**src/rtl/two_of_five_pkg.sv**
```systemverilog
// Shared constants and helpers for the two-out-of-five serial receiver.
// Code words are 5 bits, bit a (first on the wire) is the MSB.
package two_of_five_pkg;

  localparam int CODE_W  = 5;
  localparam int DIGIT_W = 4;

  localparam logic [CODE_W-1:0] CODE_0 = 5'b11000;
  localparam logic [CODE_W-1:0] CODE_1 = 5'b00011;
  localparam logic [CODE_W-1:0] CODE_2 = 5'b00101;
  localparam logic [CODE_W-1:0] CODE_3 = 5'b00110;
  localparam logic [CODE_W-1:0] CODE_4 = 5'b01001;
  localparam logic [CODE_W-1:0] CODE_5 = 5'b01010;
  localparam logic [CODE_W-1:0] CODE_6 = 5'b01100;
  localparam logic [CODE_W-1:0] CODE_7 = 5'b10001;
  localparam logic [CODE_W-1:0] CODE_8 = 5'b10010;
  localparam logic [CODE_W-1:0] CODE_9 = 5'b10100;

  // True when exactly two of the five bits are set.
  function automatic logic popcount2(input logic [CODE_W-1:0] w);
    logic [2:0] ones;
    ones = 3'd0;
    for (int i = 0; i < CODE_W; i++) begin
      ones = ones + {2'b00, w[i]};
    end
    return (ones == 3'd2);
  endfunction

endpackage

```
**src/rtl/two_of_five_decode.sv**
```systemverilog
// Combinational 2-of-5 word decoder: word -> {valid, digit}.
// Codes outside the table give valid=0 and digit=0.
module two_of_five_decode
  import two_of_five_pkg::*;
(
  input  logic [CODE_W-1:0]  i_word,
  output logic               o_valid,
  output logic [DIGIT_W-1:0] o_digit
);

  logic [DIGIT_W-1:0] w_digit;

  always_comb begin
    w_digit = 4'd0;
    case (i_word)
      CODE_0:  w_digit = 4'd0;
      CODE_1:  w_digit = 4'd1;
      CODE_2:  w_digit = 4'd2;
      CODE_3:  w_digit = 4'd3;
      CODE_4:  w_digit = 4'd4;
      CODE_5:  w_digit = 4'd5;
      CODE_6:  w_digit = 4'd6;
      CODE_7:  w_digit = 4'd7;
      CODE_8:  w_digit = 4'd8;
      CODE_9:  w_digit = 4'd9;
      default: w_digit = 4'd0;
    endcase
  end

  // The ten table entries are exactly the ten 5-bit words with two ones.
  assign o_valid = popcount2(i_word);
  assign o_digit = w_digit;

endmodule

```
**src/rtl/two_of_five_rx.sv**
```systemverilog
// Serial 2-of-5 digit receiver: deserializer, one pipeline stage, decoder,
// single-entry valid/ready holding buffer, overflow flag and error counter.
module two_of_five_rx
  import two_of_five_pkg::*;
#(
  parameter int ERR_W = 8
) (
  input  logic               clk,
  input  logic               rst_n,
  input  logic               clear,
  input  logic               bit_in,
  input  logic               bit_valid,
  output logic [DIGIT_W-1:0] digit,
  output logic               digit_valid,
  input  logic               digit_ready,
  output logic               code_err,
  output logic               overflow,
  output logic [ERR_W-1:0]   err_count
);

  logic [CODE_W-1:0]  r_shift;
  logic [2:0]         r_cnt;
  logic               r_word_done;
  logic [CODE_W-1:0]  r_word;
  logic [DIGIT_W-1:0] r_digit;
  logic               r_digit_valid;
  logic               r_code_err;
  logic               r_overflow;
  logic [ERR_W-1:0]   r_err_count;

  logic [CODE_W-1:0]  w_shift_next;
  logic               w_dec_valid;
  logic [DIGIT_W-1:0] w_dec_digit;
  logic               w_xfer;
  logic               w_load;

  assign w_shift_next = {r_shift[CODE_W-2:0], bit_in};

  // Deserializer plus the word_done/word pipeline register.
  always_ff @(posedge clk or negedge rst_n) begin
    if (!rst_n) begin
      r_shift     <= '0;
      r_cnt       <= 3'd0;
      r_word_done <= 1'b0;
      r_word      <= '0;
    end else if (clear) begin
      r_shift     <= '0;
      r_cnt       <= 3'd0;
      r_word_done <= 1'b0;
    end else begin
      r_word_done <= 1'b0;
      if (bit_valid) begin
        r_shift <= w_shift_next;
        if (r_cnt == 3'd4) begin
          r_cnt       <= 3'd0;
          r_word      <= w_shift_next;
          r_word_done <= 1'b1;
        end else begin
          r_cnt <= r_cnt + 3'd1;
        end
      end
    end
  end

  two_of_five_decode u_decode (
    .i_word  (r_word),
    .o_valid (w_dec_valid),
    .o_digit (w_dec_digit)
  );

  assign w_xfer = r_digit_valid & digit_ready;
  // A draining buffer can accept a new digit in the same cycle.
  assign w_load = r_word_done & w_dec_valid & (~r_digit_valid | digit_ready);

  always_ff @(posedge clk or negedge rst_n) begin
    if (!rst_n) begin
      r_digit       <= '0;
      r_digit_valid <= 1'b0;
      r_code_err    <= 1'b0;
      r_overflow    <= 1'b0;
      r_err_count   <= '0;
    end else if (clear) begin
      r_digit_valid <= 1'b0;
      r_code_err    <= 1'b0;
      r_overflow    <= 1'b0;
      r_err_count   <= '0;
    end else begin
      r_code_err <= r_word_done & ~w_dec_valid;
      if (w_load) begin
        r_digit       <= w_dec_digit;
        r_digit_valid <= 1'b1;
      end else if (w_xfer) begin
        r_digit_valid <= 1'b0;
      end
      if (r_word_done & w_dec_valid & ~w_load) begin
        r_overflow <= 1'b1;
      end
      if (r_word_done & ~w_dec_valid & (r_err_count != '1)) begin
        r_err_count <= r_err_count + ERR_W'(1);
      end
    end
  end

  assign digit       = r_digit;
  assign digit_valid = r_digit_valid;
  assign code_err    = r_code_err;
  assign overflow    = r_overflow;
  assign err_count   = r_err_count;

endmodule

```
**config.mk**
```make
export PLATFORM = sky130hd
export DESIGN_NAME = two_of_five_rx
export DESIGN_NICKNAME = d
export VERILOG_FILES = /design/src/rtl/two_of_five_pkg.sv /design/src/rtl/two_of_five_decode.sv /design/src/rtl/two_of_five_rx.sv
export SDC_FILE = /design/constraint.sdc
export NUM_CORES = 1
export LEC_CHECK = 0
export BUFFER_PORTS_ARGS = -buffer_cell sky130_fd_sc_hd__buf_2
export CORE_MARGIN = 2
export CORE_UTILIZATION = 40
export CTS_CLUSTER_DIAMETER = 120
export DETAILED_ROUTE_END_ITERATION = 16
export GPL_TIMING_DRIVEN = 0
export SYNTH_ARGS = -nofsm -noshare
export SYNTH_HDL_FRONTEND = slang
export SYNTH_HIERARCHICAL = 1
export SYNTH_SLANG_ARGS = --single-unit
export TNS_END_PERCENT = 5
```
**constraint.sdc**
```tcl
create_clock -name clk -period 6.1 [get_ports clk]
set_input_delay 0.305 -clock clk [delete_from_list [all_inputs] [get_ports clk]]
set_output_delay 0.305 -clock clk [all_outputs]
set_load 0.005 [all_outputs]
```
[After elaboration in Yosys (flattened, before gate mapping)]
Memories as Yosys holds them, arrays and structs flattened. A register that Yosys moved wholly into a read port is not among the register bits.
Index checks and enable logic that the tools add are counted.
Widths: inputs -> output; s select.
Cells by class
  $add $sub $neg: 6
  multiply operators: 0
  div/mod/pow operators: 0
  $lt $le $gt $ge: 0
  equality and inequality tests: 3
  shift operators: 0
  muxes and demuxes: 16
  bitwise gates (word level): 11
  reductions and logical operators: 7
Operator list (count)
  $mux 8: 2
  $add 3x1->3: 3
  $mux 1: 9
  $mux 3: 3
  $add 8x1->8 const B: 1
  $mux 4: 2
  $ne 8x8->1 const B: 1
  $and 1x1->1: 6
  $reduce_bool 2->1: 3
  $not 1->1: 4
  $add 3x1->3 const B: 1
  $eq 3x2->1 const B: 1
  $eq 3x3->1 const B: 1
  $reduce_and 3->1: 1
  $reduce_bool 3->1: 1
  $add 1x1->2: 1
  $reduce_and 2->1: 1
  $logic_not 1->1: 1
  $or 1x1->1: 1
Word-level totals
  bits in registers: 24
  latch bits: 0
  RAM bits: 0
  bits in read-only memories: 128
  bits of input ports: 6
  output and inout port bits: 15
  logic and storage cells: 52
  memories: 1
Memories
  (name not given): depth 32, bits a word 4, read ports 1, clocked after Yosys merged registers in 1, wr ports 0, RTL line two_of_five_decode.sv:15  | case (i_word)

[Depth between registers and ports, before layout]
  depth in word-level cells: 11
  depth in mapped cells: 11
  depth with buffers taken out: 11

[Modules after synthesis]
Netlist, hierarchy kept.
Modules (own cells, without submodules)
  two_of_five_rx: instances 1, cells an instance 119, area each 1255.0 um2
  two_of_five_decode: instances 1, cells an instance 32, area each 260.2 um2

[Worst setup path after synthesis]
No wires, ideal clock.
  kind: register to register
  from: register r_word[0]
  to: register r_err_count[5] (netlist: err_count[5])
  library setup time: 0.078 ns
  arrival: 2.572 ns
  required time: 6.022 ns
  slack: 3.450 ns
  cell stages (with the launch flop): 12
  period minus slack after synthesis: 2.650 ns
  cell sequence: dfrtp_1 inv_1 fa_1 fa_1 inv_1 ha_1 nand2_1 nor2_1 and2b_2 o21ai_2 or4_1 a21oi_1
Between the ends
  word-level cells in the longest chain between the ends: 9
RTL lines
  start: declaration: RTL line two_of_five_rx.sv:24  | logic [CODE_W-1:0] r_word;
  start signal: assignment: RTL line two_of_five_rx.sv:56  | r_word <= w_shift_next;
  $add 1x1->2: RTL line two_of_five_pkg.sv:24  | ones = ones + {2'b00, w[i]};
  $add 3x1->3 (3 in a row): RTL line two_of_five_pkg.sv:24
  $eq 3x2->1: RTL line two_of_five_pkg.sv:26  | return (ones == 3'd2);
  named net w_dec_valid: RTL line two_of_five_rx.sv:32  | logic w_dec_valid;
  $not 1->1: RTL line two_of_five_rx.sv:98  | if (r_word_done & ~w_dec_valid & (r_err_count != '1)) begin
  $and 1x1->1 (2 in a row): RTL line two_of_five_rx.sv:98
  $reduce_bool 2->1 (no line)
  end signal: assignment: RTL line two_of_five_rx.sv:99  | r_err_count <= r_err_count + ERR_W'(1);
  end: declaration: RTL line two_of_five_rx.sv:29  | logic [ERR_W-1:0] r_err_count;
The timed path passes the listed nets, and every way through them passes these cells.
A chain may end at the register's enable or synchronous reset.

[Worst setup path in the final report]
  from: register r_word[3]
  to: register r_err_count[5] (netlist: err_count[5])
Between the ends
  word-level cells in the longest chain between the ends: 7
RTL lines (RTL line)
  $add 3x1->3 (2 in a row): two_of_five_pkg.sv:24
  $eq 3x2->1: two_of_five_pkg.sv:26
  named net w_dec_valid: two_of_five_rx.sv:32
  $not 1->1: two_of_five_rx.sv:98
  $and 1x1->1 (2 in a row): two_of_five_rx.sv:98
  $reduce_bool 2->1 (no line)
The timed path passes the listed nets, and every way through them passes these cells.

==> run summary <==
Ys async rst share: 1.00
Final Instance Area: 0.00173 mm²
Core ar.: 0.00366 mm²
Syn Nets: 167
Initial antenna violation count: 0
Flops & latches, synth: 28
TNS Setup: 0 ps
Drt wl/cell: 12.7 µm
Bufs on Longest Clock Path: 2
Synth cell types: 38
CP required: 6300 ps
Synthesized area: 0.00152 mm²
Starting density of the core: 0.414
Post-Route WL: 2830 µm
Site Rows: 22
VDD IR max: 0.100 mV
RR Startpoint: r_word[3]$_DFFE_PN0P_
Gates resized, CTS repair: 0
Antenna fix cells: 0
Root Buffer: clkbuf_8
Tmin final: 2840 ps
Gate Count Post-Synth: 151
GRT Util Overall: 0.146
Critical path class: reg2reg
DP Area: 0.00167 mm²
Lkg Pwr: 0.867 nW
Run status: finished, final reports clean
Hpwl dp: 2180 µm
Hold WC Path Type: in2async
CP endpoint kind: flip-flop
Worst-Margin Slew: 611 ps
CTS tree: built
Clock-pin slew on the worst setup and hold paths: 90 ps
Leading cell type in the layout, fill and taps excluded: dfrtp_1
Final GP Congestion: 0.797
First-pass GRT wire length: 4770 µm
Die X: 65.5 µm
Setup WS post-layout: 3260 ps
CP Max Fanout: 6
Hold Violations, Final: 0
Finish-stage setup viols: 0
Dpl ws: 3250 ps
I/O Buffers: 19
Mapped Avg Cell Area: 10.0 µm²
Crit path from: r_word[3]$_DFFE_PN0P_
Startpoint types: flip-flop
# DRC: 0
Fmax: 352 MHz
Post CTS Setup Buffer Count: 0
Final period util: 0.466
Vias in the first global route: 1105
RSZ-0062 raised after global routing: no
Post-synth EDFFs: 0
Power per Cell Area: 187 mW/mm²
I/O pins: 21
Share of cells above drive strength 1: 0.207
Num CTS Buffers: 3
Main synth FF type: dfrtp_1
Grt ovf: 0
Worst Skew: 6.05 ps
Yosys warns: 6
Area growth syn-to-layout: 13.9%
Worst-Skew Late Latency: 270 ps
Max-slew violations: 0
Largest net degree at the start of global routing: 29
CTS Sinks: 28
Initial drt markers: 40
Vias per Instance: 5.10
Post-DRT Antenna Nets: 0
Die area: 0.00430 mm²
H-tree depth: 1
DR pass1 iterations: 4
R2R depth: 11
Post-CTS Hold Buffers: 0
Sequential fraction of the synthesis area: 0.462
WP data arrival: 3050 ps
Max-cap violation count: 0
Via count: 1133
Die Y: 65.5 µm
Layout net count: 191
Slew HR: 0.593
Most frequent cells in the layout: dfrtp_1 (28), nand2_1 (26), nor2_1 (20), buf_2 (20), inv_1 (12)
## cells in the mapped netlist, drive strengths merged (3+ instances only)
master / n / area, µm²
dfrtp: 28 / 701
nand2: 26 / 97.6
nor2: 20 / 75.1
inv: 12 / 45.0
mux2i: 11 / 110
ha: 8 / 100
mux2: 5 / 56.3
a21oi: 4 / 20.0
nor3: 4 / 25.0
nand3: 3 / 20.0
## stage by stage
step | utilization | instances | hold WS, ps | power, mW
2_1_floorplan | - | 151 | 9.41 | 0.206
3_3_place_gp | 0.456 | 218 | 342 | 0.214
3_5_place_dp | 0.456 | 218 | 352 | 0.215
4_1_cts | 0.471 | 222 | 55.2 | 0.326
5_1_grt | 0.471 | 222 | 70.5 | 0.339
6_report | 0.471 | 222 | 31.6 | 0.323
## flip-flops by register name, summed over array words and instances (netlist names)
signal,cells
r_cnt,3
r_shift,4
code_err,1
digit_valid,1
r_word,5
digit,4
overflow,1
err_count,8
r_word_done,1
## cell families (layout without fill, tap and decap cells)
logic type | after synthesis | after routing | synth area share
simple gates | 62 | 62 | 0.197
flops | 28 | 28 | 0.462
xor+xnor | 1 | 1 | 0.00578
compound gates | 18 | 18 | 0.0875
fa+ha+maj | 10 | 10 | 0.0925
mux | 16 | 16 | 0.110
buf+inv | 16 | 39 | 0.0454
## final timing paths
kind / to / slack (ps)
min in group clk: r_word[0]$_DFFE_PN0P_ / 260
worst min register to register: r_word[4]$_DFFE_PN0P_ / 470
worst min-delay path: overflow$_DFFE_PN0P_ / 30
max in group asynchronous: err_count[0]$_DFFE_PN0P_ / 5670
worst max register to register: err_count[5]$_DFFE_PN0P_ / 3260
worst max-delay path: err_count[5]$_DFFE_PN0P_ / 3260
## power breakdown
group	internal (mW)	switching, mW	total [mW]
Combinational	0.00735	0.0134	0.0207
Sequential	0.188	0.00209	0.190
Clock	0.0577	0.0548	0.113
Total	0.253	0.0703	0.323
## layout make-up
class,instances,area [µm²]
buffer,4,23.8
clock buffer,4,55.1
fill,364,1940
inverter,12,45.0
multi-input combinational,107,746
sequential,28,701
tap,48,60.1
timing repair buffer,19,95.1
## critical path, stage by stage, from the launching register on
cell and delay [ps]:
dfrtp_1 460, inv_1 120, fa_1 460, fa_1 370
inv_1 60, ha_1 210, nand2_1 60, nor2_1 70
and2b_2 250, o21ai_2 100, or4_1 470, a21oi_1 150
## metal layers
metal / vias to the layer above / track usage / share of wire
met5: - / 0 / 0
met1: 547 / 0.185 / 0.45
met4: 0 / 0.0781 / 0.037
met2: 19 / 0.236 / 0.49
li1: 557 / - / -
met3: 10 / 0.0274 / 0.023
Note: power is estimated with default switching activity, not from simulation.
